--- src/rtl/register_param.sv ---
// Parameterised register: counter, shifter and loadable register bounded to 0..MAX_VAL.
// Define REGISTER_PARAM_SAT_EN to saturate at the bounds (adds the sat pulse output).
module register_param #(
    parameter int unsigned      WIDTH     = 8,
    parameter logic [WIDTH-1:0] MAX_VAL   = {WIDTH{1'b1}},
    parameter logic [WIDTH-1:0] RESET_VAL = '0
) (
    input  logic             clk,
    input  logic             rst,
    input  logic             clr,
    input  logic             ld,
    input  logic             inc,
    input  logic             dec,
    input  logic             shl,
    input  logic             shr,
    input  logic             sin,
    input  logic [WIDTH-1:0] in,
    output logic [WIDTH-1:0] out,
    output logic             zero,
    output logic             max,
    output logic             carry,
    output logic             borrow
`ifdef REGISTER_PARAM_SAT_EN
    ,
    output logic             sat
`endif
);

    localparam logic [WIDTH-1:0] ONE = WIDTH'(1);

    logic [WIDTH-1:0] out_d;
    logic [WIDTH-1:0] shl_val;
    logic [WIDTH-1:0] shr_val;
    logic             carry_d;
    logic             borrow_d;
`ifdef REGISTER_PARAM_SAT_EN
    logic             sat_d;
`endif

    always_comb begin
        shl_val  = {out[WIDTH-2:0], sin};
        shr_val  = {sin, out[WIDTH-1:1]};
        out_d    = out;
        carry_d  = 1'b0;
        borrow_d = 1'b0;
`ifdef REGISTER_PARAM_SAT_EN
        sat_d    = 1'b0;
`endif
        if (clr) begin
            out_d = '0;
        end else if (ld) begin
            out_d = (in > MAX_VAL) ? MAX_VAL : in;
        end else if (inc && dec) begin
            // Opposing counts cancel and also mask any shift request.
            out_d = out;
        end else if (inc) begin
            if (out == MAX_VAL) begin
`ifdef REGISTER_PARAM_SAT_EN
                sat_d   = 1'b1;
`else
                out_d   = '0;
                carry_d = 1'b1;
`endif
            end else begin
                out_d = out + ONE;
            end
        end else if (dec) begin
            if (out == '0) begin
`ifdef REGISTER_PARAM_SAT_EN
                sat_d    = 1'b1;
`else
                out_d    = MAX_VAL;
                borrow_d = 1'b1;
`endif
            end else begin
                out_d = out - ONE;
            end
        end else if (shl) begin
            out_d = (shl_val > MAX_VAL) ? MAX_VAL : shl_val;
        end else if (shr) begin
            out_d = (shr_val > MAX_VAL) ? MAX_VAL : shr_val;
        end
    end

    always_ff @(posedge clk) begin
        if (rst) begin
            out    <= RESET_VAL;
            carry  <= 1'b0;
            borrow <= 1'b0;
`ifdef REGISTER_PARAM_SAT_EN
            sat    <= 1'b0;
`endif
        end else begin
            out    <= out_d;
            carry  <= carry_d;
            borrow <= borrow_d;
`ifdef REGISTER_PARAM_SAT_EN
            sat    <= sat_d;
`endif
        end
    end

    assign zero = (out == '0);
    assign max  = (out == MAX_VAL);

endmodule

--- config.mk ---
export PLATFORM = sky130hd
export DESIGN_NAME = register_param
export DESIGN_NICKNAME = d
export VERILOG_FILES = /design/src/rtl/register_param.sv
export SDC_FILE = /design/constraint.sdc
export NUM_CORES = 1
export LEC_CHECK = 0
export BUFFER_PORTS_ARGS = -buffer_cell sky130_fd_sc_hd__buf_2
export CORE_AREA = 2 2 51 53
export CTS_CLUSTER_DIAMETER = 200
export DETAILED_ROUTE_END_ITERATION = 12
export DIE_AREA = 0 0 53 55
export PLACE_DENSITY = 0.69
export SETUP_SLACK_MARGIN = 0.1
export SLEW_MARGIN = 30
export SYNTH_ARGS = -nofsm -noshare
export SYNTH_HDL_FRONTEND = slang
export SYNTH_SLANG_ARGS = --single-unit
--- constraint.sdc ---
create_clock -name clk -period 4.6 [get_ports clk]
set_input_delay 0.23 -clock clk [delete_from_list [all_inputs] [get_ports clk]]
set_output_delay 0.23 -clock clk [all_outputs]
set_load 0.005 [all_outputs]
Word level (Yosys, flattened, before mapping)
Index checks and enable logic that the tools add are counted.
{"block": "word_totals", "regBits": 10, "input_bits": 17, "output_inout_bits": 12, "elab_cells": 32}
{"block": "classes", "addsub": 2, "order_cmp": 3, "n_eq_ne": 2, "mux": 13, "bitwise_logic": 2, "n_reduce_logical": 7}
{"op": "2-to-1 mux 8 bit", "count": 11}
{"op": "> comparator 8 bit, second input constant", "count": 3}
{"op": "adder 8 x 1 -> 8 bit, second input constant", "count": 1}
{"op": "== test 8 bit, second input constant", "count": 1}
{"op": "logical NOT 8 bit", "count": 1}
{"op": "subtractor 8 x 1 -> 8 bit, second input constant", "count": 1}
{"op": "OR reduction 6 bit", "count": 1}
{"op": "nonzero test 5 bit", "count": 1}
{"op": "OR reduction 5 bit", "count": 1}
{"op": "2-to-1 mux 1 bit", "count": 2}
{"op": "inequality test 2 bit, second input constant", "count": 1}
{"op": "NOT 1 bit", "count": 2}
{"op": "AND reduction 2 bit", "count": 1}
{"op": "OR reduction 2 bit", "count": 1}
{"op": "logical AND 1 bit", "count": 1}

Longest topological paths before layout
Gate-level depths: netlist of the first run.
{"block": "depth", "depth_word": 8, "mapped_depth": 8, "mapped_depth_nobuf": 7}

Worst setup path before layout of the first run
OpenSTA, ideal clock, no wires.
{"block": "synth_timing", "path_type": "register to register", "from": "register out[0]", "to": "register out[4]", "arrival_time_ns": 1.765, "path_slack_ns": 2.760, "path_stages_with_launch": 9, "path_buffers": 1, "period_less_slack_ns": 1.840, "cell_sequence": "dfxtp_1 -> clkbuf_1 -> inv_1 -> ha_1 -> inv_1 -> or3_1 -> xor2_1 -> a311o_1 -> a31oi_1"}
{"block": "synth_between", "elab_chain_cells": 7, "word_cells_on_any_way": 13, "classes_between": "add/sub: 2; order compare: 1; eq/ne: 1; mux: 8; reduce/logical: 1"}
{"element": "from (decl)", "line": "18", "rtl": "output logic [WIDTH-1:0] out,"}
{"element": "from (signal assigned)", "line": "94", "rtl": "out <= out_d;"}
{"element": "> comparator 8 bit", "line": "79", "rtl": "out_d = (shl_val > MAX_VAL) ? MAX_VAL : shl_val;"}
{"element": "2-to-1 mux 8 bit", "line": "79"}
{"element": "2-to-1 mux 8 bit", "line": "78", "rtl": "end else if (shl) begin"}
{"element": "2-to-1 mux 8 bit", "line": "67", "rtl": "end else if (dec) begin"}
{"element": "2-to-1 mux 8 bit *", "line": "56", "rtl": "end else if (inc) begin"}
{"element": "2-to-1 mux 8 bit *", "line": "53", "rtl": "end else if (inc && dec) begin"}
{"element": "2-to-1 mux 8 bit *", "line": "51", "rtl": "end else if (ld) begin"}
Mark *: on every way between the ends. The rest lies on a longest branch, timed or not. The select of a mux whose other input is x is not followed.
A chain may end at the register's enable or synchronous reset.

Final worst setup path of the first run
{"block": "layout_timing", "from": "register out[0]", "to": "output zero"}
{"block": "layout_between", "elab_chain_cells": 1}
{"element": "logical NOT 8 bit", "line": "103", "rtl": "assign zero = (out == '0);"}
{"element": "to (decl)", "line": "19", "rtl": "output logic zero,"}
Every way passes these cells.

==> flow_metrics.py, run 1 <==
metrics = {
    "hold_path": {
        "holdPathEnd": "out[0]",
        "hold_path_class": "primary input to flip-flop",
        "min_path_cells": 3,
        "min_from": "in[0]",
    },
    "clock_network": {
        "numCtsBuffers": 3,
        "root_buffer": "clkbuf_4",
        "clock_path_buffers": 2,
        "clkTransAtPathRegs_ns": 0.08,
        "cts_resized": 0,
        "cts.hold.buffers_added": 0,
        "cts_setup_buffers": 0,
        "cts_tree": "yes",
        "htreeDepth": 1,
        "cts.sinks": 10,
        "insertion_delay_ns": 0.28,
    },
    "global_route": {
        "antenna_found_initial": 0,
        "grt_usage_pct": 22.1,
        "overflow": 0,
        "grt_pass1_wl_um": 4650,
        "grt_pass1_vias": 962,
        "grt_max_degree": 22,
    },
    "detailed_routing": {
        "drc_errors": 0,
        "routed_wl_um": 2990,
        "vias": 1137,
        "dr.pass1.iters": 4,
        "wire_per_inst_um": 15.3,
        "ant_nets": 0,
        "routed_via_density": 5.83,
        "drtIter0Drc": 40,
    },
    "critical_path": {
        "critPathMaxStageDelay_ns": 0.52,
        "cp_data_required_time_ns": 4.37,
        "crit_top_cell": "inv_1",
        "start_kind": "flip-flop",
        "r2r_start": "out[0]",
        "path_buf_inv": 3,
        "ff2ff_setup_slack_ns": 2.70,
        "critPathArrivalTime_ns": 1.68,
        "cp_cell_sequence": "inv_1 > ha_1 > nor2b_1 > nand3_2 > inv_1 > buf_2",
        "r2r_end": "out[4]",
        "end_kind": "primary output",
        "slowest_stage": "dfxtp_1",
        "worstPathMaxFanout": 11,
        "reg2regPathDepth": 7,
        "crit_family": "flip-flops",
        "critPathKind": "flip-flop to primary output",
    },
    "synth": {
        "syn_inst": 146,
        "synth_largest_area_cell": "dfxtp_1",
        "synth_cell_types": 38,
        "syn_nets": 166,
        "synth_area_leaders": "dfxtp_1, nor2_1, mux2i_1",
        "synth_area_um2": 1040,
        "ys_warn_count": 0,
        "synth_top_area_share_pct": 19.3,
        "synth_edf_count": 0,
        "ys_seq_area_share_pct": 19.3,
        "avgSynthCellArea_um2": 7.10,
        "async_flop_share_pct": 0,
        "synth_flop_cell": "dfxtp_1",
        "ys_ff_latch": 10,
    },
    "timing": {
        "slew_headroom_pct": 64.5,
        "fin_ws_ns": 2.69,
        "setup_tns_ns": 0,
        "tightestPinTransition_ns": 0.532,
        "fmax_ghz": 0.523,
        "finalSetupViolCount": 0,
        "final_max_slew_viol_count": 0,
        "whs_ns": 0.207,
        "min_period_ns": 1.91,
        "final_hold_viol_count": 0,
        "rsz0062_at_grt": "no",
        "clock_skew_ns": 0.00210,
        "fin_crit_sh_pct": 41.6,
    },
    "power_and_ir_drop": {
        "p_seq_share_pct": 37.9,
        "p_switching_mw": 0.0965,
        "p_clk_share_pct": 31.5,
        "pwr-share-comb_pct": 30.6,
        "peakVddDrop_mv": 0.105,
        "p_leak_nw": 0.504,
        "swShare_pct": 35.6,
        "pwr_density_cell_nw_per_um2": 228,
        "intPower_mw": 0.175,
    },
    "floorplanning": {
        "core_area_um2": 2360,
        "start_util_pct": 43.9,
        "die-area_um2": 2920,
        "die_w_um": 53,
        "fp-row-count": 18,
        "io_pins": 29,
        "fp.dieH_um": 55,
    },
    "final_layout": {
        "nets": 186,
        "diodes": 0,
        "regArea_um2": 200,
        "multi_input_area_um2": 737,
        "final_util_pct": 50.3,
        "area_delta_synth_final_pct": 14.6,
        "drive_above_1_share_pct": 22.4,
        "num-fill-cells": 244,
    },
    "place": {
        "dp_hpwl_um": 2180,
        "io_buffer_count": 28,
        "place_ws_ns": 2.74,
        "gp_congestion": 0.949,
    },
    "status": {
        "status": "completed",
    },
    "flow_run": {
        "maxCapViolations": 0,
    },
}
how the worst max path moves through the flow:
stage | cells after the start | startpoint | endpoint
finish | 6 | out[0] | zero
global route | 7 | out[0] | out[4]
CTS | 6 | out[0] | zero
detailed placement | 7 | out[0] | out[4]
global placement | 7 | out[0] | out[4]
floorplan | 8 | out[0] | out[4]
layout make-up:
cell class                      count  area share, %
Timing Repair Buffer               28           11.8
Inverter                           10           3.16
Clock buffer                        4           3.05
Sequential cell                    10           16.8
Tap cell                           30           3.16
Multi-Input combinational cell    113           62.0
cell usage in the layout, fill, tap and decap left out, types with 4 or more instances in the layout:
cell,n
nor2_1,14
nor3_1,6
nand2_1,9
mux2i_1,5
dfxtp_1,10
xnor2_1,4
o21ai_0,6
nand3_1,8
a21oi_1,9
inv_1,10
a31oi_1,6
nor4_1,4
buf_2,28
nand2b_1,5
synth_stat cells (3+ instances only):
| cell type | instances |
|---|---|
| a211oi_1 | 3 |
| a21oi_1 | 9 |
| a221oi_1 | 3 |
| a31oi_1 | 6 |
| buf_2 | 5 |
| clkbuf_1 | 7 |
| dfxtp_1 | 10 |
| ha_1 | 3 |
| inv_1 | 10 |
| mux2i_1 | 5 |
| nand2_1 | 9 |
| nand2b_1 | 5 |
| nand3_1 | 8 |
| nor2_1 | 14 |
| nor3_1 | 6 |
| nor4_1 | 4 |
| o211ai_1 | 3 |
| o21ai_0 | 6 |
| o311ai_0 | 3 |
| or3_1 | 3 |
| xnor2_1 | 4 |
power by group through the flow:
stage               Clock (mW)  Sequential (mW)  Combinational [mW]
detailed placement           0            0.105              0.0818
floorplan                    0           0.0963              0.0657
CTS                     0.0859            0.102              0.0827
global placement             0            0.104              0.0807
finish                  0.0855            0.103              0.0831
global route            0.0890            0.104              0.0922
worst reg2reg max path, delay by kind of cell (launching register included):
family | cells | cell delay, ns
flops | 1 | 0.41
fa+ha+maj | 1 | 0.23
xor+xnor | 1 | 0.15
simple gates | 1 | 0.32
buf+inv | 2 | 0.22
compound gates | 2 | 0.51
layer usage:
| layer | vias up | share of wire, % | track usage, % |
|---|---|---|---|
| li1 | 577 | - | - |
| met1 | 509 | 44 | 30.5 |
| met2 | 47 | 48 | 34.6 |
| met3 | 4 | 6.0 | 1.34 |
| met4 | 0 | 1.3 | 12.0 |
| met5 | - | 0 | 0 |
metrics by stage:
| step | cell area, um2 | std cells | total power, mW |
|---|---|---|---|
| after floorplan | 1040 | 146 | 0.162 |
| after global placement | 1150 | 191 | 0.185 |
| after detailed placement | 1150 | 191 | 0.186 |
| after CTS | 1190 | 195 | 0.271 |
| after global routing | 1190 | 195 | 0.285 |
| final | 1190 | 195 | 0.272 |
registers in the layout, summed over array words and instances, names as in the netlist:
name    flops
out         8
borrow      1
carry       1
cells by family after synthesis:
logic type	Yosys count	synth area share (%)
AO/OA/AOI/OAI	42	28.1
XOR/XNOR	5	4.22
adder cells (fa/ha/maj)	3	3.62
buffers and inverters	23	9.65
flip-flops	10	19.3
multiplexers	6	5.91
AND/OR/NAND/NOR	57	29.2
Note: power is estimated with default switching activity, not from simulation.
==> inputs of run 2 (changes only) <==
--- a/config.mk
+++ b/config.mk
@@ -5,11 +5,12 @@
 export SDC_FILE = /design/constraint.sdc
 export NUM_CORES = 1
 export LEC_CHECK = 0
+export ABC_AREA = 1
 export BUFFER_PORTS_ARGS = -buffer_cell sky130_fd_sc_hd__buf_2
-export CORE_AREA = 2 2 51 53
+export CORE_AREA = 2 2 52 54
 export CTS_CLUSTER_DIAMETER = 200
 export DETAILED_ROUTE_END_ITERATION = 12
-export DIE_AREA = 0 0 53 55
+export DIE_AREA = 0 0 54 56
 export PLACE_DENSITY = 0.69
 export SETUP_SLACK_MARGIN = 0.1
 export SLEW_MARGIN = 30
==> constraint.sdc (replaced) <==
create_clock -name clk -period 1.82 [get_ports clk]
set_input_delay 0.091 -clock clk [delete_from_list [all_inputs] [get_ports clk]]
set_output_delay 0.091 -clock clk [all_outputs]
set_load 0.005 [all_outputs]
==> run 2 against run 1 <==
  * Critical endpoint is now max
  * Final cell count rose by 23%
  * Global-route usage is 0.97 points higher
  * Worst hold slack lost 0.15 ns
  * Sequential share of layout area fell by 0.67 points
  * Sequential cell count unchanged
  * Clock skew increased by 0.0068 ns
==> flow_metrics.py, run 2 <==
metrics = {
    "global_route": {
        "antenna_found_initial": 0,
        "grt_pass1_vias": 1162,
        "overflow": 0,
        "grt_usage_pct": 23.1,
        "grt_max_degree": 16,
        "grt_pass1_wl_um": 5260,
    },
    "critical_path": {
        "critPathKind": "flip-flop to primary output",
        "critPathArrivalTime_ns": 1.50,
        "worstPathMaxFanout": 7,
        "end_kind": "primary output",
        "critPathMaxStageDelay_ns": 0.40,
        "crit_top_cell": "nor2_1",
        "crit_family": "simple AND/OR/NAND/NOR gates",
        "start_kind": "flip-flop",
        "cp_cell_sequence": "ha_1 > nand2_1 > nor2_1 > nand3_1 > nor2_1 > buf_2",
        "reg2regPathDepth": 10,
        "ff2ff_setup_slack_ns": 0.32,
        "cp_data_required_time_ns": 1.73,
        "path_buf_inv": 1,
        "slowest_stage": "dfxtp_2",
        "r2r_end": "out[2]",
        "r2r_start": "out[1]",
    },
    "clock_network": {
        "htreeDepth": 1,
        "cts.hold.buffers_added": 0,
        "numCtsBuffers": 3,
        "insertion_delay_ns": 0.28,
        "clkTransAtPathRegs_ns": 0.08,
        "cts.sinks": 10,
        "clock_path_buffers": 2,
        "cts_tree": "yes",
        "root_buffer": "clkbuf_4",
    },
    "timing": {
        "fmax_ghz": 0.628,
        "final_hold_viol_count": 0,
        "setup_tns_ns": 0,
        "rsz0062_at_grt": "no",
        "fin_ws_ns": 0.228,
        "clock_skew_ns": 0.00887,
        "finalSetupViolCount": 0,
        "final_max_slew_viol_count": 0,
        "slew_headroom_pct": 67.1,
        "fin_crit_sh_pct": 87.5,
        "whs_ns": 0.0556,
        "tightestPinTransition_ns": 0.492,
        "min_period_ns": 1.59,
    },
    "power_and_ir_drop": {
        "p_leak_nw": 0.621,
        "peakVddDrop_mv": 0.475,
        "total_power_mw": 0.716,
        "pwr_density_cell_nw_per_um2": 564,
    },
    "synth": {
        "synth_flop_cell": "dfxtp_1",
        "async_flop_share_pct": 0,
        "syn_inst": 181,
        "synth_most_common_cell": "nand2_1",
        "ys_seq_area_share_pct": 18.6,
        "syn_nets": 201,
        "synthTopCellsByCount": "nand2_1, o21ai_0, nor2_1",
        "avgSynthCellArea_um2": 5.93,
        "synth_edf_count": 0,
        "synth_area_leaders": "dfxtp_1, nand2_1, o21ai_0",
        "synth_area_um2": 1070,
        "ys_warn_count": 0,
        "synth_largest_area_cell": "dfxtp_1",
        "synth_top_area_share_pct": 18.6,
        "synth_cell_types": 28,
        "ys_ff_latch": 10,
    },
    "final_layout": {
        "final_cell_mix": "nand2_1, buf_2, o21ai_0, nor2_1, nand3_1",
        "drive_above_1_share_pct": 30.5,
        "nets": 231,
        "largest_register_ffs": 8,
        "layoutNonFillerInstCount": 240,
        "layout_commonest_cell": "nand2_1",
        "diodes": 0,
        "final_area_um2": 1270,
        "top_register": "out",
        "final_util_pct": 52.2,
        "top_regs": "out (8), borrow (1), carry (1)",
        "area_delta_synth_final_pct": 18.2,
    },
    "detailed_routing": {
        "drtIter0Drc": 22,
        "dr.pass1.iters": 4,
        "routed_via_density": 5.46,
        "vias": 1311,
        "drc_errors": 0,
        "wire_per_inst_um": 13.1,
        "routed_wl_um": 3150,
        "ant_nets": 0,
    },
    "place": {
        "place_ws_ns": 0.203,
        "place_area_um2": 1230,
        "dp_hpwl_um": 2430,
        "io_buffer_count": 28,
        "gp_congestion": 0.982,
        "dp.cells": 236,
    },
    "floorplanning": {
        "die-area_um2": 3020,
        "die_w_um": 54,
        "fp-row-count": 18,
        "core_area_um2": 2430,
        "start_util_pct": 44.1,
        "io_pins": 29,
        "fp.dieH_um": 56,
    },
    "status": {
        "status": "completed",
    },
    "hold_path": {
        "min_from": "ld",
        "holdPathEnd": "borrow",
        "min_path_cells": 2,
        "hold_path_class": "primary input to flip-flop",
    },
    "flow_run": {
        "maxCapViolations": 0,
    },
}
run 2: changes by cell type after synthesis, sizes merged, moves of 4 or more:
cell | previous run | this run
a21oi | 9 | 14
a31oi | 6 | 0
clkbuf | 7 | 0
inv | 10 | 19
mux2i | 5 | 0
nand2 | 9 | 42
nand2b | 5 | 0
nand3 | 9 | 19
nor2 | 14 | 26
nor3 | 6 | 2
nor4 | 5 | 1
o21ai | 6 | 26
xnor2 | 4 | 0
run 2: timing repair:
| item | CTS | global route |
|---|---|---|
| endpoints found under the hold margin | 0 | 0 |
| setup endpoints to repair | 0 | 7 |
| setup buffers | 0 | 0 |
| gates resized for setup | 0 | 5 |
run 2: area by class of cell:
| cell class | count | area (um2) |
|---|---|---|
| clock buffer | 4 | 36.3 |
| fill | 259 | 1160 |
| inverter | 20 | 76.3 |
| multi-input combinational | 143 | 736 |
| sequential | 10 | 205 |
| tap | 30 | 37.5 |
| timing repair buffer | 33 | 178 |
run 2: how the worst max path moves through the flow:
stage / slack [ns] / depth (start not counted) / startpoint / end
3_5_place_dp: 0.20 / 10 / out[0] / out[2]
2_1_floorplan: 0.36 / 10 / out[0] / out[0]
4_1_cts: 0.14 / 6 / out[1] / max
5_1_grt: 0.13 / 6 / out[1] / max
3_3_place_gp: 0.28 / 10 / out[0] / out[2]
6_report: 0.23 / 6 / out[1] / max
run 2: kinds of logic after synthesis:
| group | count (synthesis) | synth area share [%] |
|---|---|---|
| AOI/OAI and AO/OA | 42 | 21.3 |
| xor gates and xnor gates | 2 | 1.63 |
| DFF | 10 | 18.6 |
| adders and majority gates | 3 | 3.50 |
| buffers and inverters | 28 | 12.8 |
| and+or+nand+nor | 96 | 42.1 |
run 2: power breakdown:
group | switching, mW | internal, mW | leakage, nW
Combinational | 0.153 | 0.0973 | 0.517
Sequential | 0.0225 | 0.230 | 0.0833
Clock | 0.0909 | 0.122 | 0.0210
run 2: routing by layer:
layer	GRT usage (%)	wire length (um)	share of wire (%)
met1	30.7	1420	45
met2	35.4	1430	45
met3	5.11	221	7.0
met4	8.93	78	2.5
met5	0	0	0
==> inputs of run 3 (changes only) <==
--- a/config.mk
+++ b/config.mk
@@ -12,7 +12,7 @@
 export DETAILED_ROUTE_END_ITERATION = 12
 export DIE_AREA = 0 0 54 56
 export PLACE_DENSITY = 0.69
-export SETUP_SLACK_MARGIN = 0.1
+export SETUP_SLACK_MARGIN = 0.5
 export SLEW_MARGIN = 30
 export SYNTH_ARGS = -nofsm -noshare
 export SYNTH_HDL_FRONTEND = slang
==> run 3 against run 2 <==
  * Die area stayed put
  * First-iteration DRC count is 59% higher
  * Core utilization is 9.0 points higher
  * Clock power is 2% lower
  * Largest power group is now combinational cells
  * Highest routed layer unchanged
==> flow_metrics.py, run 3 (synthesis results as in run 2) <==
metrics = {
    "status": {
        "status": "completed",
    },
    "detailed_routing": {
        "dr.pass1.iters": 4,
        "wire_per_inst_um": 14.4,
        "drtIter0Drc": 35,
        "routed_wl_um": 3570,
        "vias": 1375,
        "routed_via_density": 5.54,
        "ant_nets": 0,
        "drc_errors": 0,
    },
    "critical_path": {
        "cp_cell_sequence": "ha_4 > nand2_4 > nor2_4 > nand3_2 > nor2_1 > buf_2",
        "end_kind": "primary output",
        "crit_family": "flip-flops",
        "critPathKind": "flip-flop to primary output",
        "critPathMaxStageDelay_ns": 0.39,
        "critPathArrivalTime_ns": 1.31,
        "slowest_stage": "dfxtp_4",
        "worstPathMaxFanout": 3,
        "start_kind": "flip-flop",
        "path_buf_inv": 1,
        "cp_data_required_time_ns": 1.73,
    },
    "timing": {
        "tightestPinTransition_ns": 0.289,
        "min_period_ns": 1.40,
        "final_hold_viol_count": 0,
        "finalSetupViolCount": 0,
        "final_max_slew_viol_count": 0,
        "fmax_ghz": 0.715,
        "setup_tns_ns": 0,
        "slew_headroom_pct": 80.7,
        "rsz0062_at_grt": "yes",
        "fin_crit_sh_pct": 76.8,
        "clock_skew_ns": 0.00190,
    },
    "final_layout": {
        "final_util_pct": 61.1,
        "diodes": 0,
        "area_delta_synth_final_pct": 38.5,
        "largest_register_ffs": 8,
        "nets": 239,
        "top_register": "out",
        "layout_commonest_cell": "nand2_1",
        "final_area_um2": 1490,
        "drive_above_1_share_pct": 46.8,
        "final_cell_mix": "nand2_1, buf_2, o21ai_0, nor2_1, nand3_1",
        "top_regs": "out (8), borrow (1), carry (1)",
    },
    "floorplanning": {
        "fp-row-count": 18,
        "core_area_um2": 2430,
        "io_pins": 29,
        "die-area_um2": 3020,
        "fp.dieH_um": 56,
        "die_w_um": 54,
        "start_util_pct": 44.1,
    },
    "global_route": {
        "grt_pass1_vias": 1284,
        "grt_pass1_wl_um": 5710,
        "grt_usage_pct": 25.1,
        "grt_max_degree": 15,
        "overflow": 0,
        "antenna_found_initial": 0,
    },
    "clock_network": {
        "numCtsBuffers": 3,
        "cts_tree": "yes",
        "insertion_delay_ns": 0.27,
        "clkTransAtPathRegs_ns": 0.07,
        "htreeDepth": 1,
        "root_buffer": "clkbuf_4",
        "cts.hold.buffers_added": 0,
        "clock_path_buffers": 2,
        "cts.sinks": 10,
    },
    "power_and_ir_drop": {
        "total_power_mw": 0.759,
        "peakVddDrop_mv": 0.522,
        "p_leak_nw": 0.688,
        "pwr_density_cell_nw_per_um2": 511,
    },
    "place": {
        "dp_hpwl_um": 2560,
        "gp_congestion": 0.992,
        "place_area_um2": 1220,
        "io_buffer_count": 28,
    },
    "hold_path": {
        "hold_path_class": "primary input to flip-flop",
    },
    "flow_run": {
        "maxCapViolations": 0,
    },
}
[run 3: cell count changes in the layout (fill, tap and decap cells not counted), sizes merged]
cell	previous run	this run
buf	33	41
clkinvlp	0	1
inv	19	18
[run 3: routing by layer]
layer  up-vias  track usage (%)  share of wire (%)
met5         -                0                  0
met4         0             7.14                3.5
met1       617             30.9                 39
met3        15             6.45                8.2
li1        680                -                  -
met2        63             41.8                 49
[run 3: power by group]
group	total (mW)	internal (mW)	switching, mW	leakage [nW]
registers	0.254	0.226	0.0283	0.0863
clock network	0.209	0.122	0.0873	0.0210
logic	0.296	0.121	0.175	0.581
[run 3: worst paths after layout]
path	from	endpoint	slack, ns	cells past startpoint
setup / recovery	out[0]	max	0.42	6
hold / removal	ld	borrow	0.08	2
setup reg to reg	out[0]	out[6]	0.43	10
hold reg to reg	out[5]	out[5]	0.57	2
[run 3: worst reg2reg max path, stage by stage, from the launching register on]
cell and delay, ns:
dfxtp_4 0.39, ha_4 0.16, nand2_4 0.07, nor2_4 0.15, buf_6 0.12, nand2_2 0.04
nand2_2 0.06, nand3_2 0.06, nand3_2 0.08, nand2_2 0.06, a21oi_2 0.12
[run 3: area by class of cell]
class	count	area, um2
inverters	20	87.6
fillers	249	946
multi-input cells	143	860
well taps	30	37.5
repair buffers	41	241
flip-flops and latches	10	224
clock buffers	4	36.3
[run 3: per-stage QoR]
step | std cells | hold WS (ns) | setup WS (ns)
finish | 248 | 0.0790 | 0.422
floorplan | 181 | 0.166 | 0.508
global route | 248 | 0.0732 | 0.338
detailed placement | 234 | 0.355 | 0.188
CTS | 247 | 0.0664 | 0.444
global placement | 234 | 0.351 | 0.201
[run 3: timing repair]
item,CTS,global route
hold endpoints to repair,0,0
gates resized for setup,28,22
buffers inserted,9,1
pin swaps,13,16
setup endpoints to repair,11,10
